**src/rtl/lfsr_spike_encoder_if.sv**
```systemverilog
// Spike encoder stimulus/config and spike/rate bundle.
// Master drives en/seed/prob; slave returns spike/rate.
interface lfsr_spike_encoder_if #(
  parameter int N_CH   = 4,
  parameter int LFSR_W = 16,
  parameter int PROB_W = 8,
  parameter int CNT_W  = 16
);
  logic                    en;
  logic                    seed_load;
  logic [LFSR_W-1:0]       seed;
  logic [N_CH*PROB_W-1:0]  prob;
  logic [N_CH-1:0]         spike;
  logic [N_CH*CNT_W-1:0]   rate;
  logic                    rate_valid;

  modport master (
    output en, seed_load, seed, prob,
    input  spike, rate, rate_valid
  );

  modport slave (
    input  en, seed_load, seed, prob,
    output spike, rate, rate_valid
  );
endinterface

```
**src/rtl/lfsr_spike_encoder.sv**
```systemverilog
// Per-channel Galois LFSR Bernoulli spike encoder with windowed rate count.
// Define SPIKE_REFRAC_EN to add a per-channel refractory period.
module lfsr_spike_encoder #(
  parameter int N_CH   = 4,
  parameter int LFSR_W = 16,
  parameter logic [LFSR_W-1:0] TAPS     = 16'hB400,
  parameter logic [LFSR_W-1:0] RST_SEED = 16'h0001,
  parameter int PROB_W = 8,
  parameter int WINDOW = 256,
  parameter int CNT_W  = 16,
  parameter int REFRAC = 2
) (
  input logic clk,
  input logic rst,
  lfsr_spike_encoder_if.slave bus
);
  localparam int WIN_W = $clog2(WINDOW);
  localparam logic [WIN_W-1:0] WIN_LAST = WIN_W'(WINDOW - 1);
  localparam logic [CNT_W-1:0] CNT_MAX = '1;

  typedef logic [LFSR_W-1:0] lfsr_t;

  logic [N_CH-1:0][LFSR_W-1:0] lfsr_q, lfsr_d;
  logic [N_CH-1:0][CNT_W-1:0]  cnt_q, cnt_d, cnt_n;
  logic [N_CH-1:0][CNT_W-1:0]  rate_q, rate_d;
  logic [N_CH-1:0][PROB_W-1:0] prob_v;
  logic [N_CH-1:0]             spike_q, spike_d, fire;
  logic [WIN_W-1:0]            win_q, win_d;
  logic                        rv_q, rv_d;
  lfsr_t                       seed_eff;

`ifdef SPIKE_REFRAC_EN
  localparam int RF_W = $clog2(REFRAC + 1) + 1;
  logic [N_CH-1:0][RF_W-1:0] refr_q, refr_d;
`endif

  function automatic lfsr_t rotl(input lfsr_t x, input int s);
    lfsr_t r;
    r = x;
    for (int i = 0; i < LFSR_W; i++)
      if (i < (s % LFSR_W))
        r = {r[LFSR_W-2:0], r[LFSR_W-1]};
    return r;
  endfunction

  function automatic lfsr_t step(input lfsr_t x);
    return (x >> 1) ^ (x[0] ? TAPS : '0);
  endfunction

  assign prob_v         = bus.prob;
  assign seed_eff       = (bus.seed == '0) ? RST_SEED : bus.seed;
  assign bus.spike      = spike_q;
  assign bus.rate       = rate_q;
  assign bus.rate_valid = rv_q;

  always_comb begin
    lfsr_d  = lfsr_q;
    cnt_d   = cnt_q;
    cnt_n   = cnt_q;
    rate_d  = rate_q;
    win_d   = win_q;
    spike_d = '0;
    fire    = '0;
    rv_d    = 1'b0;
`ifdef SPIKE_REFRAC_EN
    refr_d  = refr_q;
`endif
    if (bus.seed_load) begin
      for (int c = 0; c < N_CH; c++)
        lfsr_d[c] = rotl(seed_eff, c);
      cnt_d = '0;
      win_d = '0;
`ifdef SPIKE_REFRAC_EN
      refr_d = '0;
`endif
    end else if (bus.en) begin
      for (int c = 0; c < N_CH; c++) begin
        // compare uses the pre-step LFSR state
        fire[c] = lfsr_q[c][PROB_W-1:0] < prob_v[c];
`ifdef SPIKE_REFRAC_EN
        if (refr_q[c] != '0) begin
          fire[c]   = 1'b0;
          refr_d[c] = refr_q[c] - RF_W'(1);
        end else if (fire[c]) begin
          refr_d[c] = RF_W'(REFRAC);
        end
`endif
        lfsr_d[c] = step(lfsr_q[c]);
        if (fire[c] && cnt_q[c] != CNT_MAX)
          cnt_n[c] = cnt_q[c] + CNT_W'(1);
      end
      spike_d = fire;
      if (win_q == WIN_LAST) begin
        rate_d = cnt_n;
        rv_d   = 1'b1;
        cnt_d  = '0;
        win_d  = '0;
      end else begin
        cnt_d = cnt_n;
        win_d = win_q + WIN_W'(1);
      end
    end
  end

  always_ff @(posedge clk or negedge rst) begin
    if (!rst) begin
      for (int c = 0; c < N_CH; c++)
        lfsr_q[c] <= rotl(RST_SEED, c);
      cnt_q   <= '0;
      rate_q  <= '0;
      spike_q <= '0;
      win_q   <= '0;
      rv_q    <= 1'b0;
`ifdef SPIKE_REFRAC_EN
      refr_q  <= '0;
`endif
    end else begin
      lfsr_q  <= lfsr_d;
      cnt_q   <= cnt_d;
      rate_q  <= rate_d;
      spike_q <= spike_d;
      win_q   <= win_d;
      rv_q    <= rv_d;
`ifdef SPIKE_REFRAC_EN
      refr_q  <= refr_d;
`endif
    end
  end
endmodule

```
**src/flat_wrapper.sv**
```systemverilog
// flat-port wrapper written by rule: the top's interface ports become plain ports
module lfsr_spike_encoder_flat 
#(
  parameter int N_CH   = 4,
  parameter int LFSR_W = 16,
  parameter logic [LFSR_W-1:0] TAPS     = 16'hB400,
  parameter logic [LFSR_W-1:0] RST_SEED = 16'h0001,
  parameter int PROB_W = 8,
  parameter int WINDOW = 256,
  parameter int CNT_W  = 16,
  parameter int REFRAC = 2
)
  (clk, rst, bus_en, bus_seed_load, bus_seed, bus_prob, bus_spike, bus_rate, bus_rate_valid);
  lfsr_spike_encoder_if #(.N_CH(N_CH), .LFSR_W(LFSR_W), .PROB_W(PROB_W), .CNT_W(CNT_W)) bus_i ();
  input logic clk;
  input logic rst;
  input wire logic [$bits(bus_i.en)-1:0] bus_en;
  input wire logic [$bits(bus_i.seed_load)-1:0] bus_seed_load;
  input wire logic [$bits(bus_i.seed)-1:0] bus_seed;
  input wire logic [$bits(bus_i.prob)-1:0] bus_prob;
  output wire logic [$bits(bus_i.spike)-1:0] bus_spike;
  output wire logic [$bits(bus_i.rate)-1:0] bus_rate;
  output wire logic [$bits(bus_i.rate_valid)-1:0] bus_rate_valid;
  assign bus_i.en = bus_en;
  assign bus_i.seed_load = bus_seed_load;
  assign bus_i.seed = bus_seed;
  assign bus_i.prob = bus_prob;
  assign bus_spike = bus_i.spike;
  assign bus_rate = bus_i.rate;
  assign bus_rate_valid = bus_i.rate_valid;
  lfsr_spike_encoder #(.N_CH(N_CH), .LFSR_W(LFSR_W), .TAPS(TAPS), .RST_SEED(RST_SEED), .PROB_W(PROB_W), .WINDOW(WINDOW), .CNT_W(CNT_W), .REFRAC(REFRAC)) u_core (.clk(clk), .rst(rst), .bus(bus_i));
endmodule
```
**config.mk**
```make
export PLATFORM = sky130hd
export DESIGN_NAME = lfsr_spike_encoder_flat
export DESIGN_NICKNAME = d
export VERILOG_FILES = /design/src/rtl/lfsr_spike_encoder_if.sv /design/src/rtl/lfsr_spike_encoder.sv /design/src/flat_wrapper.sv
export SDC_FILE = /design/constraint.sdc
export NUM_CORES = 1
export LEC_CHECK = 0
export CAP_MARGIN = 25
export CORE_MARGIN = 2
export CORE_UTILIZATION = 31
export CTS_CLUSTER_SIZE = 40
export DETAILED_ROUTE_END_ITERATION = 10
export GPL_ROUTABILITY_DRIVEN = 0
export PLACE_DENSITY = 0.53
export SLEW_MARGIN = 10
export SYNTH_ARGS = -nofsm -noshare
export SYNTH_HDL_FRONTEND = slang
export SYNTH_SLANG_ARGS = --single-unit
```
**constraint.sdc**
```tcl
create_clock -name clk -period 3.8 [get_ports clk]
set_clock_uncertainty 0.05 [all_clocks]
set_input_delay 0.38 -clock clk [delete_from_list [all_inputs] [get_ports clk]]
set_output_delay 0.38 -clock clk [all_outputs]
set_load 0.005 [all_outputs]
```
* Yosys cells after proc, flatten, opt, wreduce, memory -nomap -nowiden
Index checks and enable logic that the tools add are counted.
Cells by class: $lt $le $gt $ge 4, equality and inequality tests 5, bitwise gates (word level) 5, reductions and logical operators 7, add/sub/neg operators 5, multiplexer cells 22
Operators by type and width (count):
- 2-to-1 mux 64 bit | 5
- 2-to-1 mux 16 bit | 9
- adder 16 x 1 -> 16 bit, second input constant | 4
- != test 16 bit, second input constant | 4
- XOR 15 x 16 -> 16 bit | 4
- less-than comparator 8 bit | 4
- 2-to-1 mux 8 bit | 3
- logical NOT 16 bit | 1
- adder 8 x 1 -> 8 bit, second input constant | 1
- == test 8 bit, second input constant | 1
- 2-to-1 mux 4 bit | 2
- logical AND 1 bit | 4
- 2-to-1 mux 1 bit | 3
- AND reduction 3 bit | 1
- nonzero test 2 bit | 1
- inverter 1 bit | 1
Storage, ports and cells: output and inout bits 69, register bits after elaboration 205, word-level logic and storage cells 63

* Logic depth before layout (Yosys ltp)
depth after elaboration 6, depth in mapped cells 9, depth with buffers taken out 8

* Least setup slack after synthesis
No wires, ideal clock.
path type register to register, start point register u_core.lfsr_q[34] in the netlist's numbering, end point register u_core.rate_q, in the netlist u_core.bus.rate[45], buffers on the path 0, cell stages (with the launch flop) 8, setup time 0.133 ns, setup slack 1.420 ns, arrival time 2.197 ns, required time 3.617 ns, cells stage by stage dfstp_2 -> ha_1 -> or3_1 -> a21oi_1 -> o31ai_2 -> or4_4 -> xor2_1 -> a21oi_2
Between the ends: cells in the longest elaborated chain, start to end 3
RTL lines:
- from (decl) | line lfsr_spike_encoder.sv:23 | logic [N_CH-1:0][LFSR_W-1:0] lfsr_q, lfsr_d;
- from (signal, indexed assignment) | line lfsr_spike_encoder.sv:108 | lfsr_q[c] <= rotl(RST_SEED, c);
- from (signal assigned) | line lfsr_spike_encoder.sv:118 | lfsr_q <= lfsr_d;
- less-than comparator 8 bit | line lfsr_spike_encoder.sv:79 | fire[c] = lfsr_q[c][PROB_W-1:0] < prob_v[c];
- logical AND 1 bit | line lfsr_spike_encoder.sv:89 | if (fire[c] && cnt_q[c] != CNT_MAX)
- 2-to-1 mux 16 bit | line lfsr_spike_encoder.sv:89
- to (signal assigned) | line lfsr_spike_encoder.sv:120 | rate_q <= rate_d;
- to (decl) | line lfsr_spike_encoder.sv:25 | logic [N_CH-1:0][CNT_W-1:0] rate_q, rate_d;
Every way passes these cells. A chain may end at the register's enable or synchronous reset.

* Worst setup path in the final report
start point register u_core.lfsr_q[34] in the netlist's numbering, end point register u_core.cnt_q[45] in the netlist's numbering
Between the ends: cells in the longest elaborated chain, start to end 6
RTL lines:
- less-than comparator 8 bit | line lfsr_spike_encoder.sv:79
- logical AND 1 bit | line lfsr_spike_encoder.sv:89
- 2-to-1 mux 16 bit | line lfsr_spike_encoder.sv:89
- 2-to-1 mux 64 bit | line lfsr_spike_encoder.sv:93 | if (win_q == WIN_LAST) begin
- 2-to-1 mux 64 bit | line lfsr_spike_encoder.sv:76 | end else if (bus.en) begin
- 2-to-1 mux 64 bit | line lfsr_spike_encoder.sv:68 | if (bus.seed_load) begin
- to (signal assigned) | line lfsr_spike_encoder.sv:119 | cnt_q <= cnt_d;
- to (decl) | line lfsr_spike_encoder.sv:24 | logic [N_CH-1:0][CNT_W-1:0] cnt_q, cnt_d, cnt_n;
Every way passes these cells. The select of a mux whose other input is x is not followed.

==> out/qor.csv <==
metric,value,unit
Sw Share,0.256,
NetSw,1.44,mW
largest net degree at the start of global routing,92,
core area,34400,sq um
Post-synth top cells,"dfrtp_1 (201), nor2_1 (130), a21oi_1 (123)",
die extent in x,190,um
Post-Layout Cell Count,1741,
n_diodes,0,
final hold violation count,0,
Layout fillers,3509,
vias in the first global route,8685,
power density over the cells,419,nW/um^2
Synth Area in Simple Gates,0.180,
routed length per instance,16.2,um
"IR drop worst, VDD",0.276,mV
number of synthesis warnings,0,
syn avg cell area,9.18,sq um
Place WS,0.556,ns
Final Power,5.60,mW
Post-synth EDFFs,0,
effective utilization at floorplan,0.313,
CTS Root Cell,clkbuf_16,
Area after DPL,12500,sq um
clk_lat worst skew,0.51,ns
die footprint,36200,sq um
worst path arrival time,3.24,ns
drt drc,0,
io pins,121,
most common cell in the netlist,dfrtp_1,
largest family of logic cells by synthesized area,simple AND/OR/NAND/NOR gates,
"Net Count, Synth",1256,
Min-Delay Path Class,input port to asynchronous set/reset pin,
fin crit period,2.85,ns
clock sinks,205,
status,finished clean,
DR iter-0 viols,574,
vias post-DR,8900,
WP depth,7,
final worst slack,0.955,ns
peak fanout along the critical path,11,
number of setup buffers added after CTS,0,
sequential fraction of the synthesis area,0.477,
Setup TNS,0,ns
Cells after Synth,1171,
clk slew on worst S/H paths,0.06,ns
worst r2r path cells,7,
Cell variety after synth,48,
Setup CP Type,register to register,
Inserted Clock Buffers,25,
Gate power share,0.133,
share of layout cells above drive strength 1,0.0599,
Worst setup EP type,register,
area grow syn2layout,24.1,%
Max Cap Viol,0,
first-pass GRT wire length,46900,um
Total Routing Usage GR,0.159,
vias per cell,5.11,
#FFs+latches synth,205,
startpoint types,register,
post-synth top area cell,dfrtp_1,
Worst path top cell family by delay,simple AND/OR/NAND/NOR gates,
TritonCTS clock tree,done,
DIE HEIGHT,190,um
"slowest stage cell, crit path",dfstp_2,
max_slew headroom,0.508,
Yosys top cell area share,0.468,
"Buf+Inv Stages, Crit Path",0,
Rows,68,
initial antenna violation count,0,
synthesized area,10800,sq um
Clock power frac,0.429,
post-synthesis adder-cell area fraction,0.0384,
post-route ant nets,0,
final worst-path cycle share,0.749,
Int Power,4.16,mW
Critical Path RT,4.19,ns
top post-synthesis cells by area,"dfrtp_1 (47%), a21oi_1 (5.7%), nor2_1 (4.5%), ha_1 (3.8%), o21ai_0 (3.5%)",
Peak Freq,351,MHz
Worst path most repeated cell,nand3_1,
Worst Max-Slew Pin Slew,0.737,ns
Flop pwr share,0.438,
port bufs,120,
multiplexer area fraction after synthesis,0.0300,
Total Wirelength,28200,um
leakage,5.67,nW
most common flop cell mapped by yosys,dfrtp_1,
GRT overflow,0,
slowest cell delay on critical path,0.54,ns
placed cells,1698,
xor and xnor area share after synthesis,0.0594,
final net count,1356,
drt first pass iters,5,
Post-synth ARST share,1.00,
# setup viols final,0,
Max Root-Sink Buffers,3,
Compound-Gate Fraction of Synth Area,0.173,
Detail Placement HPWL,19500,um
crit-path cells,ha_1 -> or3_1 -> a21oi_1 -> o31a_1 -> nand3_1 -> or4_1 -> nand3_1,
design area,13300,sq um
max-slew violations,0,
RSZ-0062 raised after global routing,false,
H-Tree Depth,1,
[timing repair]
item | in CTS | in global routing
hold endpoints to repair | 71 | 0
hold buffers | 1 | 0
resized for setup | 0 | 0
[layout make-up]
type / count / area, sq um / share of cell area
Sequential cell: 205 / 5130 / 0.385
Multi-Input combinational cell: 848 / 5190 / 0.389
Clock buffer: 37 / 721 / 0.0540
Tap cell: 455 / 569 / 0.0427
Clock inverter: 5 / 103 / 0.00769
Inverter: 50 / 188 / 0.0141
Timing Repair Buffer: 141 / 1440 / 0.108
[power groups by stage]
stage | clock network, mW | logic [mW] | registers [mW]
finish | 2.40 | 0.744 | 2.45
global route | 2.57 | 0.845 | 2.47
CTS | 2.48 | 0.755 | 2.45
detailed placement | 0 | 0.751 | 2.49
global placement | 0 | 0.740 | 2.49
floorplan | 0 | 0.431 | 2.45
[registers in the layout (all words and copies together) (netlist names)]
name	flops
u_core.bus.rate	64
u_core.win_q	8
u_core.bus.rate_valid	1
u_core.cnt_q	64
u_core.lfsr_q	64
u_core.bus.spike	4
[kinds of logic after synthesis]
group / count (synthesis)
compound gates: 310
xor+xnor: 73
flops: 205
fa+ha+maj: 33
buf+inv: 118
simple gates: 400
mux: 32
[path summary, 6_finish.rpt]
| check | startpoint | end | slack, ns |
|---|---|---|---|
| min | rst | u_core.bus.rate[21] | 0.40 |
| max reg2reg | u_core.lfsr_q[34] | u_core.cnt_q[45] | 0.95 |
| min in group clk | u_core.lfsr_q[31] | u_core.lfsr_q[31] | 0.44 |
| min reg2reg | u_core.lfsr_q[31] | u_core.lfsr_q[31] | 0.44 |
| max in group asynchronous | rst | u_core.cnt_q[2] | 2.26 |
| max | u_core.lfsr_q[34] | u_core.cnt_q[45] | 0.95 |
[cell usage in the layout, fill, tap and decap left out, types with 31 or more instances in the layout]
| master | instances |
|---|---|
| a21oi_1 | 123 |
| a31oi_1 | 43 |
| clkdlybuf4s50_1 | 119 |
| dfrtp_1 | 201 |
| ha_1 | 33 |
| inv_1 | 50 |
| nand2_1 | 96 |
| nand3_1 | 31 |
| nand4_1 | 36 |
| nor2_1 | 128 |
| o21ai_0 | 76 |
| xnor2_1 | 36 |
| xor2_1 | 37 |
[layer usage]
metal  track usage  up-vias  routed length (um)  part of all wire
met3        0.0219       35                1200             0.043
met5             0        -                   0                 0
li1              -     4393                   -                 -
met1         0.240     4282               14400              0.51
met4        0.0349        0                 463             0.016
met2         0.241      190               12200              0.43
[through the flow]
step | utilization | hold slack [ns]
after floorplan | - | 0.0344
after detailed placement | 0.364 | 0.401
final | 0.388 | 0.397
after global placement | 0.364 | 0.401
after CTS | 0.388 | 0.421
after global routing | 0.388 | 0.459
No activity file was read; power rests on OpenSTA's default activity.
